--- src/rtl/inst_fetch_queue.sv ---
// Fetch stage of the RV64I pipeline.
// Issues in-order requests to instruction memory using a credit scheme, so
// every response is guaranteed a slot in the instruction buffer. Returned
// words are paired with their PC, which is taken from a small tag queue,
// and handed to decode in order. A redirect flushes the buffer and marks
// every outstanding request as stale. Stale responses are then discarded
// as they return.
module inst_fetch_queue #(
    parameter logic [63:0] RESET_PC   = 64'h0,
    parameter int          FIFO_DEPTH = 2
) (
    input  logic        clk,
    input  logic        rst,
    output logic        imem_req_valid,
    input  logic        imem_req_ready,
    output logic [63:0] imem_req_addr,
    input  logic        imem_rsp_valid,
    input  logic [31:0] imem_rsp_inst,
    input  logic        redirect_valid,
    input  logic [63:0] redirect_pc,
    output logic        id_valid,
    input  logic        id_ready,
    output logic [63:0] id_pc,
    output logic [31:0] id_inst
);

    localparam int PTR_W = (FIFO_DEPTH > 1) ? $clog2(FIFO_DEPTH) : 1;
    localparam int CNT_W = $clog2(FIFO_DEPTH + 1);
    localparam logic [CNT_W:0] DEPTH_C = (CNT_W + 1)'(FIFO_DEPTH);

    // Control state
    logic [63:0]      fetch_pc_q, fetch_pc_d;
    logic [CNT_W-1:0] fifo_cnt_q, fifo_cnt_d;
    logic [CNT_W-1:0] out_cnt_q,  out_cnt_d;
    logic [CNT_W-1:0] drop_cnt_q, drop_cnt_d;
    logic [PTR_W-1:0] head_q,     head_d;
    logic [PTR_W-1:0] tail_q,     tail_d;
    logic [PTR_W-1:0] tag_wr_q,   tag_wr_d;
    logic [PTR_W-1:0] tag_rd_q,   tag_rd_d;

    // Storage; never read before it is written, so it carries no reset
    logic [63:0] fifo_pc_q   [FIFO_DEPTH];
    logic [31:0] fifo_inst_q [FIFO_DEPTH];
    logic [63:0] tag_pc_q    [FIFO_DEPTH];

    logic [CNT_W:0] credit_sum;
    logic           req_fire;
    logic           rsp_fire;
    logic           pop;
    logic           drop_rsp;
    logic           push;
    logic [63:0]    rsp_pc;

    // The low two bits of a redirect target are forced to zero.
    logic unused_redirect_lsb;
    assign unused_redirect_lsb = ^redirect_pc[1:0];

    // A request is only issued when buffered plus in-flight entries leave room,
    // so a returning response never finds the buffer full.
    assign credit_sum     = {1'b0, fifo_cnt_q} + {1'b0, out_cnt_q};
    assign imem_req_valid = !rst && (credit_sum < DEPTH_C);
    assign imem_req_addr  = fetch_pc_q;

    assign req_fire = imem_req_valid & imem_req_ready;
    assign rsp_fire = imem_rsp_valid;
    assign id_valid = (fifo_cnt_q != '0);
    assign pop      = id_valid & id_ready;

    // Stale responses are consumed without touching the buffer. Anything
    // that returns during a redirect cycle is stale by definition.
    assign drop_rsp = rsp_fire & (drop_cnt_q != '0);
    assign push     = rsp_fire & !drop_rsp & !redirect_valid;
    assign rsp_pc   = tag_pc_q[tag_rd_q];

    // The head is only meaningful while valid. Outputs read zero otherwise,
    // including immediately after reset.
    assign id_pc   = id_valid ? fifo_pc_q[head_q]   : 64'h0;
    assign id_inst = id_valid ? fifo_inst_q[head_q] : 32'h0;

    // Next-state logic for fetch PC, counters and pointers
    always_comb begin
        fetch_pc_d = fetch_pc_q;
        fifo_cnt_d = fifo_cnt_q;
        drop_cnt_d = drop_cnt_q;
        head_d     = head_q;
        tail_d     = tail_q;

        // Outstanding count and tag queue run independently of redirects.
        // Every accepted request, stale or not, gets exactly one response.
        out_cnt_d = out_cnt_q + CNT_W'(req_fire) - CNT_W'(rsp_fire);
        tag_wr_d  = req_fire ? tag_wr_q + PTR_W'(1) : tag_wr_q;
        tag_rd_d  = rsp_fire ? tag_rd_q + PTR_W'(1) : tag_rd_q;

        if (redirect_valid) begin
            // Flush the buffer and ignore any pop. Every request still
            // outstanding after this cycle is stale, including one accepted now.
            fifo_cnt_d = '0;
            head_d     = '0;
            tail_d     = '0;
            drop_cnt_d = out_cnt_d;
            fetch_pc_d = {redirect_pc[63:2], 2'b00};
        end else begin
            if (req_fire) begin
                fetch_pc_d = fetch_pc_q + 64'd4;
            end
            if (drop_rsp) begin
                drop_cnt_d = drop_cnt_q - CNT_W'(1);
            end
            if (push) begin
                tail_d = tail_q + PTR_W'(1);
            end
            if (pop) begin
                head_d = head_q + PTR_W'(1);
            end
            fifo_cnt_d = fifo_cnt_q + CNT_W'(push) - CNT_W'(pop);
        end
    end

    // Control registers with asynchronous reset
    always_ff @(posedge clk or posedge rst) begin
        if (rst) begin
            fetch_pc_q <= RESET_PC;
            fifo_cnt_q <= '0;
            out_cnt_q  <= '0;
            drop_cnt_q <= '0;
            head_q     <= '0;
            tail_q     <= '0;
            tag_wr_q   <= '0;
            tag_rd_q   <= '0;
        end else begin
            fetch_pc_q <= fetch_pc_d;
            fifo_cnt_q <= fifo_cnt_d;
            out_cnt_q  <= out_cnt_d;
            drop_cnt_q <= drop_cnt_d;
            head_q     <= head_d;
            tail_q     <= tail_d;
            tag_wr_q   <= tag_wr_d;
            tag_rd_q   <= tag_rd_d;
        end
    end

    // Buffer and PC tag storage writes
    always_ff @(posedge clk) begin
        if (push) begin
            fifo_pc_q[tail_q]   <= rsp_pc;
            fifo_inst_q[tail_q] <= imem_rsp_inst;
        end
        if (req_fire) begin
            tag_pc_q[tag_wr_q] <= fetch_pc_q;
        end
    end

endmodule

--- config.mk ---
export PLATFORM = sky130hd
export DESIGN_NAME = inst_fetch_queue
export DESIGN_NICKNAME = d
export VERILOG_FILES = /design/src/rtl/inst_fetch_queue.sv
export SDC_FILE = /design/constraint.sdc
export NUM_CORES = 1
export LEC_CHECK = 0
export BUFFER_PORTS_ARGS = -buffer_cell sky130_fd_sc_hd__buf_2
export CORE_UTILIZATION = 60
export DETAILED_ROUTE_END_ITERATION = 10
export PLACE_DENSITY_LB_ADDON = 0.1
export REMOVE_ABC_BUFFERS = 1
export SLEW_MARGIN = 20
export SYNTH_ARGS = -nofsm -noshare
export SYNTH_HDL_FRONTEND = slang
export SYNTH_SLANG_ARGS = --single-unit
--- constraint.sdc ---
create_clock -name clk -period 15.05 [get_ports clk]
set_clock_uncertainty 0.15 [all_clocks]
set_input_delay 0.7525 -clock clk [delete_from_list [all_inputs] [get_ports clk]]
set_output_delay 0.7525 -clock clk [all_outputs]
set_load 0.01 [all_outputs]
* Word level (Yosys, flattened, before mapping)
Memories as Yosys holds them, arrays and structs flattened.
Cells that the tools add are included.
** Operators by class
- $add $sub $neg :: 11
- Magnitude comparators :: 1
- Multiplexer cells :: 15
- Bitwise logic cells :: 5
- Reductions and logical operators :: 10
** Operators with widths (number)
- $mux W64 :: 3
- $add A64 B3 Y64 const B :: 1
- $mux W32 :: 1
- $reduce_bool A2 Y1 :: 6
- $mux W1 :: 8
- $mux W2 :: 3
- $and A1 B1 Y1 :: 5
- $add A1 B1 Y1 const B :: 4
- $add A2 B1 Y2 :: 2
- $sub A2 B1 Y2 :: 2
- $add A2 B2 Y3 :: 1
- $logic_not A1 Y1 :: 3
- $lt A3 B2 Y1 const B :: 1
- $sub A2 B1 Y2 const B :: 1
- $logic_and A1 B1 Y1 :: 1
** Word-level totals
- Register bits :: 74
- RAM bits :: 320
- Output and inout bits :: 162
- Logic and storage cells :: 53
- Memories kept :: 3
** Memory list
- fifo_pc_q :: words 2, bits a word 64, read ports 1, clocked after memory_dff 0, write ports 1, RTL line 42 : logic [63:0] fifo_pc_q [FIFO_DEPTH];
- tag_pc_q :: words 2, bits a word 64, read ports 1, clocked after memory_dff 0, write ports 1, RTL line 44 : logic [63:0] tag_pc_q [FIFO_DEPTH];
- fifo_inst_q :: words 2, bits a word 32, read ports 1, clocked after memory_dff 0, write ports 1, RTL line 43 : logic [31:0] fifo_inst_q [FIFO_DEPTH];

* Logic depth before layout (Yosys ltp)
- Depth in word-level cells :: 8
- Mapped depth :: 12
- Gate-level depth less buffers :: 11

* Least setup slack after synthesis
No wires, ideal clock.
- Kind :: input to register
- Start point :: in redirect_valid
- End point :: mem fifo_inst_q[0][0], enable pin
- Library setup time :: 0.548 ns
- Data arrival time :: 5.449 ns
- Data required time :: 14.352 ns
- Path slack :: 8.903 ns
- Stages on the path :: 5
- Path buffers :: 2
- Path through :: buf_1 -> inv_2 -> buf_1 -> nand3_1 -> nor2_1
** On the way
- Word-level cells in the longest chain between the ends :: 4
** RTL lines
- start, declared :: RTL line 19 : input logic redirect_valid,
- $logic_not A1 Y1 :: RTL line 72 : assign push = rsp_fire & !drop_rsp & !redirect_valid;
- $and A1 B1 Y1 :: RTL line 72
- $mux W1 :: RTL line 144 : if (push) begin
- $mux W1 (not written as such) :: RTL line 146 : fifo_inst_q[tail_q] <= imem_rsp_inst;
- end, declared :: RTL line 43
No other way between the ends.

* Worst setup path in the final report
- Start point :: reg fifo_cnt_q[0]
- End point :: reg fetch_pc_q[57], in the netlist imem_req_addr[57]
** On the way
- Word-level cells in the longest chain between the ends :: 5
** RTL lines
- start, declared :: RTL line 33 : logic [CNT_W-1:0] fifo_cnt_q, fifo_cnt_d;
- start signal, assigned :: RTL line 132 : fifo_cnt_q <= fifo_cnt_d;
- $add A2 B2 Y3 :: RTL line 60 : assign credit_sum = {1'b0, fifo_cnt_q} + {1'b0, out_cnt_q};
- $lt A3 B2 Y1 :: RTL line 61 : assign imem_req_valid = !rst && (credit_sum < DEPTH_C);
- $logic_and A1 B1 Y1 :: RTL line 61
- $and A1 B1 Y1 :: RTL line 64 : assign req_fire = imem_req_valid & imem_req_ready;
- $reduce_bool A2 Y1 (no line)
- end signal, assigned :: RTL line 131 : fetch_pc_q <= fetch_pc_d;
- end, declared :: RTL line 32 : logic [63:0] fetch_pc_q, fetch_pc_d;
No other way between the ends.
A chain may end at the register's enable or synchronous reset.

==> metrics <==
post-CTS sizing=0; starting density of the core=61.0%; Post-CTS Setup Bufs=0; number of synthesized flops with an enable pin=312; Reg clk slew, reported paths=0.06 ns; layout cell share with drive strength beyond 1=29.4%; hold_buf cts=0; RSZ-0062 raised after global routing=false; Sw Share=28.4%; Seq pwr share=46.8%; Tmin final=4.13 ns; Worst-Skew Late Latency=0.53 ns; Main synth FF type=edfxtp_1; Die Y-Extent=165 um; setup TNS=0 ns; post-DP HPWL=21,900 um; Synth Area in XOR/XNOR=2.21%; DRT Wirelength=35,000 um; crit path to=imem_req_addr[57]$_DFFE_PP0P_; mux cell area share after synthesis=10.9%; initial antenna violation count=2; final RePlAce weighted congestion=0.845; CTS Sinks=384; first-pass GRT wire length=51,800 um; antenna-violating nets left=0; Peak VDD IR=0.176 mV; ratio of final minimum period to clock period=27.5%; largest net degree at the start of global routing=113; Clock Power Share=32.2%; nets=1,474; part of the power in combinational logic=20.9%; worst slew pin tran=1.15 ns; post-synthesis register bit count=384; Avg WL per Cell=20.2 um; Rel. slew slack=23.2%; type of origin of the critical path=flop; Total GRT Usage=25.6%; grt ovf=0; met3 GRT Util=4.09%; boundary pin count=264; Post-Synthesis Cells=1,103; gr busiest metal=met2; placed cell areas=0.0175 sq mm; max-slew violations=0; Chip Width=165 um; Critical path origin=fifo_cnt_q[0]$_DFF_PP0_; CTS tree=built; post-route cell area=0.0188 sq mm; Arr. time, crit path=4.42 ns; CP Max Fanout=15; crit end category=flop; WP data required=15.33 ns; final setup fails=0; Bufs on Longest Clock Path=3; Power per Cell Area=161 mW/mm^2; # DRC=0; die area=0.0271 sq mm; Vias/cell=5.76; Cell Rows=59; GR met1 Demand/Resource=35.2%; Core ar.=0.0260 sq mm; adder-cell area share of the yosys netlist=0.600%; synthesized cell area=0.0159 sq mm; WS Path Type=reg2reg; CTS Buf Count=40; post-synthesis simple-gate area fraction=10.9%; Syn. warnings=0; Hold Crit Class=in2reg; NetSw=0.860 mW; outcome=finished clean; share of synthesized registers carrying an async set or reset=18.8%; synthesis-to-finish area growth=18.7%; Worst R2R Path Depth=8; largest family of logic cells by synthesized area=multiplexers; DR iter-0 viols=650; Hold Slack=0.259 ns; r2r setup slk=10.92 ns; Netlist cell types=46; fmax=0.242 GHz; Mapped Avg Cell Area=14.4 sq um; H-tree Lvls=2; # Max-Cap Violations=0; met2 GRT Util=41.7%; drt first pass iters=5; post-synthesis sequential area ratio=70.5%; vias in the first global route=9,518; Leak=6.94 nW; Final Hold Viols=0; CTS root buf=clkbuf_16; Crit Reg-Reg Startpoint=fifo_cnt_q[0]$_DFF_PP0_; RR Endpoint=imem_req_addr[57]$_DFFE_PP0P_; PortBufs=257; Internal=2.16 mW; DR vias=9,977; Synth Area in Compound Gates=3.12%
## critical path, stage by stage (launching register included)
cell     delay [ns]
dfrtp_1        0.42
and2_1         0.17
fa_1           0.50
nor4b_4        0.45
inv_2          0.24
nor4_1         0.50
nand4_1        0.67
or4_1          0.71
a31oi_1        0.22
## layout make-up
type	count	area, sq um
clock buffers	48	1070
fillers	1774	7170
diodes	1	2.50
clock inverters	25	249
well taps	335	419
multi-input cells	652	4450
flip-flops and latches	384	11200
repair buffers	270	1390
inverters	17	65.1
## cells in the mapped netlist (all sizes together) (6+ instances only)
cell    count  area [sq um]
nor2b       8          50.1
or4        10          75.1
and4        7          61.3
clkbuf     25          93.8
xor2       16           140
nor4       17           106
a31oi      14          87.6
ha          6          75.1
nand3      30           150
edfxtp    312          9370
dfrtp      72          1800
mux2       66           743
nor2      129           484
and3        6          37.5
mux2i      99           991
o21ai      43           215
nor3       18          90.1
a221o       6          60.1
buf        28           123
inv        17          63.8
nand4      34           213
or3        12          75.1
nand2      71           267
xnor2      24           210
## power by group through the flow
stage | Sequential (mW) | Clock (mW) | Combinational [mW]
6_report | 1.42 | 0.975 | 0.633
3_5_place_dp | 1.44 | 0 | 0.636
2_1_floorplan | 1.45 | 0 | 0.401
5_1_grt | 1.43 | 1.03 | 0.694
4_1_cts | 1.42 | 0.990 | 0.639
3_3_place_gp | 1.43 | 0 | 0.621
## per-stage QoR
stage / power, mW / utilization [%] / cells / setup slack [ns]
6_report: 3.02 / 72.4 / 1732 / 10.92
5_1_grt: 3.15 / 72.4 / 1732 / 10.64
4_1_cts: 3.04 / 72.4 / 1731 / 10.92
3_5_place_dp: 2.07 / 67.3 / 1658 / 11.01
3_3_place_gp: 2.05 / 67.3 / 1658 / 11.07
2_1_floorplan: 1.85 / - / 1053 / 9.17
## routing by layer
metal  part of all wire, %  wire length (um)
met5                 0.037                13
met4                   2.3               808
met3                   6.4              2250
met2                    49             17200
met1                    42             14700
## kinds of logic (layout without fill, tap and decap cells)
logic type               Yosys count  count (layout)
AND/OR/NAND/NOR                  356             356
flip-flops                       384             384
XOR/XNOR                          40              40
multiplexers                     165             165
adder cells (fa/ha/maj)            7               7
buffers and inverters             70             360
other                              1               5
AO/OA/AOI/OAI                     80              80
## flip-flops by register name (all words and copies together) (netlist names), 2 cells and up
register and flops:
fifo_pc_q 124, tag_pc_q 124, fifo_inst_q 64, imem_req_addr 62
drop_cnt_q 2, fifo_cnt_q 2, out_cnt_q 2
## how the worst min path moves through the flow
stage	start	end	slack [ns]	cells past startpoint
after floorplan	tag_wr_q$_DFFE_PP0P_	tag_wr_q$_DFFE_PP0P_	0.31	1
after global placement	out_cnt_q[0]$_DFF_PP0_	out_cnt_q[0]$_DFF_PP0_	0.38	1
after detailed placement	out_cnt_q[0]$_DFF_PP0_	out_cnt_q[0]$_DFF_PP0_	0.38	1
after CTS	imem_rsp_inst[21]	fifo_inst_q[0][21]$_DFFE_PP_	0.24	1
after global routing	imem_rsp_inst[2]	fifo_inst_q[1][2]$_DFFE_PP_	0.24	1
final	imem_rsp_inst[2]	fifo_inst_q[1][2]$_DFFE_PP_	0.26	1
## cell usage in the layout, fill, tap and decap left out, drive strengths merged, types with 2 or more instances in the layout
| cell | count |
|---|---|
| or3 | 12 |
| nor2b | 8 |
| a22oi | 4 |
| and4 | 7 |
| mux2i | 99 |
| edfxtp | 312 |
| o31ai | 2 |
| a221o | 6 |
| nand4 | 34 |
| clkinvlp | 3 |
| ha | 6 |
| and3 | 6 |
| clkinv | 16 |
| xnor2 | 24 |
| nand2 | 71 |
| or4 | 10 |
| buf | 270 |
| inv | 19 |
| nand2b | 4 |
| o21ai | 43 |
| nor4 | 17 |
| nand3 | 30 |
| xor2 | 16 |
| nor2 | 129 |
| bufinv | 4 |
| and2 | 4 |
| conb | 4 |
| mux2 | 66 |
| nor4b | 2 |
| a211o | 2 |
| o31a | 3 |
| a21oi | 2 |
| dfrtp | 72 |
| a31oi | 14 |
| nor3 | 18 |
| clkbuf | 48 |
Power figures use the tool's default switching activity.
